--- config.mk ---
export PLATFORM = sky130hd
export DESIGN_NAME = ram_burst_reader
export DESIGN_NICKNAME = d
export VERILOG_FILES = /design/src/rtl/ram_burst_reader.sv
export SDC_FILE = /design/constraint.sdc
export NUM_CORES = 1
export LEC_CHECK = 0
export CORE_UTILIZATION = 51
export DETAILED_ROUTE_END_ITERATION = 12
export MAX_ROUTING_LAYER = met4
export PLACE_DENSITY = 0.91
export SYNTH_ARGS = -nofsm -noshare
export SYNTH_HDL_FRONTEND = slang
export SYNTH_SLANG_ARGS = --single-unit
--- constraint.sdc ---
create_clock -name clk -period 2.7 [get_ports clk]
set_input_delay 0.54 -clock clk [delete_from_list [all_inputs] [get_ports clk]]
set_output_delay 0.54 -clock clk [all_outputs]
set_load 0.02 [all_outputs]
--- src/rtl/ram_burst_reader.sv ---
// Burst reader: streams len words from a registered-read dual-port RAM,
// starting at base_addr and wrapping at DEPTH, through a 2-entry skid FIFO.
module ram_burst_reader #(
  parameter int ADDR_WIDTH = 6,
  parameter int DATA_WIDTH = 8,
  parameter int DEPTH      = 34
) (
  input  logic                  clk,
  input  logic                  rst_n,
  input  logic                  start,
  input  logic [ADDR_WIDTH-1:0] base_addr,
  input  logic [ADDR_WIDTH:0]   len,
  output logic [ADDR_WIDTH-1:0] ram_addr,
  output logic                  ram_we,
  output logic [DATA_WIDTH-1:0] ram_din,
  input  logic [DATA_WIDTH-1:0] ram_dout,
  output logic                  m_valid,
  input  logic                  m_ready,
  output logic [DATA_WIDTH-1:0] m_data,
  output logic                  m_last,
  output logic                  busy,
  output logic                  done
);

  localparam logic [ADDR_WIDTH:0]   DEPTH_LEN = (ADDR_WIDTH+1)'(DEPTH);
  localparam logic [ADDR_WIDTH-1:0] LAST_ADDR = ADDR_WIDTH'(DEPTH - 1);
  localparam logic [ADDR_WIDTH:0]   LEN_ONE   = (ADDR_WIDTH+1)'(1);

  typedef enum logic {
    IDLE = 1'b0,
    READ = 1'b1
  } state_t;

  state_t                  state_q, state_d;
  logic [ADDR_WIDTH-1:0]   ptr_q, ptr_d;
  logic [ADDR_WIDTH:0]     len_q, len_d;
  logic [ADDR_WIDTH:0]     issued_q, issued_d;
  logic                    inflight_q, inflight_d;
  logic                    inflight_last_q, inflight_last_d;
  logic [DATA_WIDTH-1:0]   fifo_data_q [2];
  logic [DATA_WIDTH-1:0]   fifo_data_d [2];
  logic                    fifo_last_q [2];
  logic                    fifo_last_d [2];
  logic                    rd_q, rd_d;
  logic                    wr_q, wr_d;
  logic [1:0]              count_q, count_d;
  logic                    done_q, done_d;

  logic [ADDR_WIDTH:0]     len_clamped;
  logic                    push;
  logic                    pop;
  logic                    issue;
  logic                    issue_last;

  always_comb begin
    len_clamped = (len > DEPTH_LEN) ? DEPTH_LEN : len;
    push        = inflight_q;
    pop         = (count_q != 2'd0) && m_ready;
    // A same-cycle pop frees a slot, so the pipeline can keep one word per cycle.
    issue       = (state_q == READ) && (issued_q < len_q) &&
                  ((({1'b0, count_q} + {2'b00, inflight_q}) < 3'd2) || pop);
    issue_last  = (issued_q == (len_q - LEN_ONE));
  end

  always_comb begin
    state_d         = state_q;
    ptr_d           = ptr_q;
    len_d           = len_q;
    issued_d        = issued_q;
    done_d          = 1'b0;
    inflight_d      = issue;
    inflight_last_d = issue && issue_last;

    case (state_q)
      IDLE: begin
        if (start) begin
          if (len_clamped == '0) begin
            done_d = 1'b1;
          end else begin
            state_d  = READ;
            ptr_d    = base_addr;
            len_d    = len_clamped;
            issued_d = '0;
          end
        end
      end
      READ: begin
        if (pop && fifo_last_q[rd_q]) begin
          state_d = IDLE;
          done_d  = 1'b1;
        end
      end
      default: state_d = IDLE;
    endcase

    if (issue) begin
      ptr_d    = (ptr_q == LAST_ADDR) ? '0 : ptr_q + ADDR_WIDTH'(1);
      issued_d = issued_q + LEN_ONE;
    end
  end

  always_comb begin
    for (int i = 0; i < 2; i++) begin
      fifo_data_d[i] = fifo_data_q[i];
      fifo_last_d[i] = fifo_last_q[i];
    end
    wr_d = wr_q;
    rd_d = rd_q;

    if (push) begin
      fifo_data_d[wr_q] = ram_dout;
      fifo_last_d[wr_q] = inflight_last_q;
      wr_d              = ~wr_q;
    end
    if (pop) begin
      rd_d = ~rd_q;
    end

    case ({push, pop})
      2'b10:   count_d = count_q + 2'd1;
      2'b01:   count_d = count_q - 2'd1;
      default: count_d = count_q;
    endcase
  end

  always_ff @(posedge clk or negedge rst_n) begin
    if (!rst_n) begin
      state_q         <= IDLE;
      ptr_q           <= '0;
      len_q           <= '0;
      issued_q        <= '0;
      inflight_q      <= 1'b0;
      inflight_last_q <= 1'b0;
      rd_q            <= 1'b0;
      wr_q            <= 1'b0;
      count_q         <= 2'd0;
      done_q          <= 1'b0;
      for (int i = 0; i < 2; i++) begin
        fifo_data_q[i] <= '0;
        fifo_last_q[i] <= 1'b0;
      end
    end else begin
      state_q         <= state_d;
      ptr_q           <= ptr_d;
      len_q           <= len_d;
      issued_q        <= issued_d;
      inflight_q      <= inflight_d;
      inflight_last_q <= inflight_last_d;
      rd_q            <= rd_d;
      wr_q            <= wr_d;
      count_q         <= count_d;
      done_q          <= done_d;
      for (int i = 0; i < 2; i++) begin
        fifo_data_q[i] <= fifo_data_d[i];
        fifo_last_q[i] <= fifo_last_d[i];
      end
    end
  end

  assign ram_addr = ptr_q;
  assign ram_we   = 1'b0;
  assign ram_din  = '0;
  assign m_valid  = (count_q != 2'd0);
  assign m_data   = fifo_data_q[rd_q];
  assign m_last   = m_valid && fifo_last_q[rd_q];
  assign busy     = (state_q == READ);
  assign done     = done_q;

`ifndef SYNTHESIS
  // Issue throttling keeps buffered + in-flight <= 2, so a full FIFO never sees a push.
  a_no_overflow: assert property (@(posedge clk) disable iff (!rst_n)
    !(push && (count_q == 2'd2)));
`endif

endmodule

Word level (Yosys, flattened, before mapping)
Cells that the tools add are included. W data, S select, Z words.

Output and inout port bits: 27. Register bits: 46. Input bits: 25.

Reduce and logical (&&, ||, !) cells: 14. Add/subtract/negate cells: 6. Mux-type cells: 31. Equal/unequal tests: 6. Order comparisons: 6. Bitwise gates (word level): 6.

Operators by type and width (number): $mux W7 (5); $mux W8 (4); $mux W6 (5); $bwmux W16 (1); $mux W1 (10); $demux W8 S1 (1); $add A7 B1 Y7 const B (1); $eq A7 B7 Y1 (1); $gt A7 B6 Y1 const B (1); $logic_and A1 B1 Y1 (7); $logic_not A7 Y1 (1); $lt A7 B7 Y1 (1); $sub A7 B1 Y7 const B (1); $add A6 B1 Y6 const B (1); $eq A6 B6 Y1 const B (1); $reduce_and A3 Y1 (2); $reduce_bool A2 Y1 (3); $ge A2 B2 Y1 const B (2); $not A1 Y1 (4); $not A1 Y2 (2); $pmux W1 S2 (2); $pmux W2 S2 (1); $add A2 B1 Y3 (1); $lt A3 B2 Y1 const B (1); other kinds (10) (10).

Depth between registers and ports, before layout
Gate-level depths: netlist of the first run.

Depth in word-level cells: 7. Gate-level depth with buffers: 8.

Worst setup path before layout of the first run
Ideal clock, no wire load.

Kind: flip-flop to flip-flop. From: register len_q[3]. To: register ptr_q[1] (netlist: ram_addr[1]). Arrival time: 2.093 ns. Data required time: 2.610 ns. Setup slack: 0.517 ns. Cell stages (with the launch flop): 9. Cell sequence: dfrtp_1 -> inv_1 -> ha_1 -> a21oi_1 -> and2b_2 -> o311a_1 -> buf_6 -> or3_4 -> o221ai_1.

Longest elaborated chain between the ends: 5. Elaborated cells on any way between the ends: 8. Those cells by class: 1 x order compare; 2 x eq/ne; 1 x mux; 4 x reduce/logical.

RTL lines: from (decl) (RTL line 36) `logic [ADDR_WIDTH:0] len_q, len_d;`; from (signal assigned) (RTL line 145) `len_q <= len_d;`; $lt A7 B7 Y1 * (RTL line 60) `issue = (state_q == READ) && (issued_q < len_q) &&`; $logic_and A1 B1 Y1 * (2 in a row) (RTL line 60); $ne A2 B2 Y1 (no source line) (tied with other cells); $reduce_and A3 Y1 (no source line); to (signal assigned) (RTL line 144) `ptr_q <= ptr_d;`; to (decl) (RTL line 35) `logic [ADDR_WIDTH-1:0] ptr_q, ptr_d;`.

Every way passes the cells marked *; elsewhere a longest branch is shown, timed or not. A chain may end at the register's enable or synchronous reset.

Worst setup path after layout of the first run
From: register len_q[3]. To: register issued_q[0].

Longest elaborated chain between the ends: 5. Elaborated cells on any way between the ends: 8. Those cells by class: 1 x order compare; 2 x eq/ne; 1 x mux; 4 x reduce/logical.

RTL lines: $lt A7 B7 Y1 * (RTL line 60); $logic_and A1 B1 Y1 * (2 in a row) (RTL line 60); $ne A2 B2 Y1 (no source line) (tied with other cells); $reduce_and A3 Y1 (no source line); to (signal assigned) (RTL line 146) `issued_q <= issued_d;`; to (decl) (RTL line 37) `logic [ADDR_WIDTH:0] issued_q, issued_d;`.

Marked as above.

==> results of run 1 <==
## stage by stage
step | util (%) | setup slack [ns] | hold WS [ns] | area [µm²] | cells
2_1_floorplan | - | 0.517 | 0.244 | 2610 | 257
3_3_place_gp | 63.8 | 0.212 | 0.478 | 3050 | 356
3_5_place_dp | 63.8 | 0.219 | 0.490 | 3050 | 356
4_1_cts | 66.2 | 0.203 | 0.432 | 3170 | 364
5_1_grt | 66.2 | 0.0697 | 0.478 | 3170 | 364
6_report | 66.2 | 0.200 | 0.396 | 3170 | 364
## cells by family after synthesis
| kind of cell | count (synthesis) |
|---|---|
| AOI/OAI and AO/OA | 47 |
| xor gates and xnor gates | 12 |
| other | 1 |
| muxes | 27 |
| DFF | 46 |
| adders and majority gates | 12 |
| and+or+nand+nor | 72 |
| buffers and inverters | 32 |
## cells in the mapped netlist (2+ instances only)
library cell,count
dfrtp_1,46
mux2_2,26
nand2_1,24
inv_1,17
ha_1,12
nor2_1,11
o21ai_0,11
buf_4,9
nor3_1,8
xnor2_1,8
a21oi_1,7
nand3_1,6
a221o_1,5
clkbuf_1,5
o211ai_1,5
o22ai_1,5
nor4_1,4
o221ai_1,4
xor2_1,4
a22oi_1,3
and2_1,3
nand2b_1,3
nand3b_1,2
nor2b_1,2
nor4b_1,2
or2_2,2
## area by class of cell
| class | instances | area [µm²] |
|---|---|---|
| multi-input cells | 179 | 1300 |
| clock inverters | 3 | 45.0 |
| flip-flops and latches | 46 | 1150 |
| clock buffers | 5 | 68.8 |
| inverters | 17 | 63.8 |
| repair buffers | 47 | 453 |
| well taps | 67 | 83.8 |
| fillers | 407 | 1620 |
## final timing paths
path / end / from / slack, ns
worst max-delay path: issued_q[0] / len_q[3] / 0.20
worst min-delay path: fifo_data_q[8] / rst_n / 0.40
worst max register to register: issued_q[0] / len_q[3] / 0.20
worst min register to register: wr_q / wr_q / 0.50
max in group asynchronous: len_q[6] / rst_n / 1.70
min in group clk: wr_q / wr_q / 0.50
## state kept, by name, summed over array words and instances, names as in the netlist
name,flops
issued_q,7
fifo_data_q,16
inflight_q,1
ram_addr,6
wr_q,1
inflight_last_q,1
fifo_last_q,2
len_q,7
done,1
count_q,2
rd_q,1
busy,1
## layer usage
layer | routed length, µm | GRT usage (%)
met4 | 38 | 8.71
met5 | 0 | -
met2 | 2760 | 38.2
met1 | 2500 | 29.7
met3 | 249 | 3.31
## critical path, stage by stage (launching register included)
cell     delay (ns)
dfrtp_1        0.43
inv_1          0.12
ha_1           0.33
a21oi_1        0.14
and2b_2        0.25
o311a_1        0.43
o21ai_0        0.49
o21ai_0        0.18
## power by group
part | switching [W] | leakage, nW | internal [W]
Sequential | 0.000294 | 0.569 | 0.000989
Clock | 0.000245 | 0.0504 | 0.000275
Combinational | 0.00104 | 0.716 | 0.00103
Total | 0.00158 | 1.33 | 0.00230
==> impl_metrics.yaml, run 1 <==
run_status:
  status: "finished clean"
timing:
  fin_crit_ns: 2.50
  setup_viol: 0
  fin_crit_sh_pct: 92.6
  fin_worst_skew_ns: 0.00575
  finalHoldViolations: 0
  tns_ns: 0
  report.final.slew_viol_count: 0
  worst_pin_slew_ns: 0.994
  rsz0062_at_grt: "false"
  clock.fmax_mhz: 400
  max_slew_margin_pct: 33.7
synth:
  synth.avg_cell_area_um2: 10.4
  ys_ff_latch: 46
  synth_xor_xnor_area_share_pct: 4.07
  muxShareOfSynthArea_pct: 11.7
  synth_top_family_by_area: "simple AND/OR/NAND/NOR gates"
  ys_async_sr_fraction_pct: 100
  synth_compound_area_share_pct: 13.4
  synth_edf_count: 0
  yosysTopAreaCellShare_pct: 44.6
  synthAdderAreaFrac_pct: 5.81
  yosys.area.top_type: "dfrtp_1"
  ys_types: 41
  synth_simple_gate_area_share_pct: 14.0
  synth_area_leaders: "dfrtp_1 (45%), mux2_2 (11%), ha_1 (5.8%)"
  ys.flop_type: "dfrtp_1"
  syn_area_um2: 2580
  yosysWarnings: 0
  yosysSeqAreaShare_pct: 44.6
  syn_inst: 249
route:
  dr.pass1.iters: 4
  antenna_left: 0
  routed_wl_mm: 5.55
  viasPerCell: 5.55
  wl_per_cell_um: 15.2
  drc: 0
  via_count: 2022
  initialDrtViolationCount: 114
power_and_ir_drop:
  p_leak_nw: 1.33
  power_w: 0.00388
  pwr_density_cell_nw_per_um2: 1220
  vdd_drop_max_mv: 0.557
cts:
  cts_buffer_depth: 2
  clkTransAtPathRegs_ns: 0.09
  cts_setup_buffers: 0
  clk_root_buffer_cell: "clkbuf_8"
  clock_sinks: 46
  hold_buffers: 0
  htree_levels: 2
  worstSkewPairLatency_ns: 0.31
  ctsResizeCount: 0
  numCtsBuffers: 5
  cts_tree: "built"
setup_path:
  path_class: "reg -> reg"
  crit_path_end_kind: "register"
  cp.arrival_ns: 2.66
  startpoint_type: "register"
  critPathMaxFanout: 10
  reg2regPathDepth: 7
  required_ns: 2.86
die:
  die_w_um: 73.2
  ios: 52
  core-area_um2: 4790
  die-height_um: 73.2
  rows: 25
  initial_core_util_pct: 54.0
  die_area_um2: 5350
layout:
  layout_common_cells: "dfrtp_1 (46), clkdlybuf4s50_1 (41), mux2_2 (26)"
  num-nets-final: 333
  drive_gt1_share_pct: 15.8
  diodes: 0
  layout_commonest_cell: "dfrtp_1"
  synthToLayoutAreaGrowth_pct: 22.6
placement:
  dp.final_hpwl_mm: 4.07
  port_buffers: 42
  gp_congestion: 0.821
global_route:
  grt.total_usage_pct: 23.4
  grt_pass1_vias: 1986
  overflow: 0
  grt_max_degree: 47
  grt_pass1_wl_mm: 9.20
  antenna_found_initial: 0
hold_path:
  hold_path_class: "in -> async"
run:
  drv_cap: 0
Note: power is estimated with default switching activity, not from simulation.
==> inputs of run 2 (changes only) <==
ABC_CLOCK_PERIOD_IN_PS = 2700   (was not set)
CAP_MARGIN = 0   (was not set)
==> results of run 2 <==
No change in the layout: final DEF, timing and power equal those of run 1.
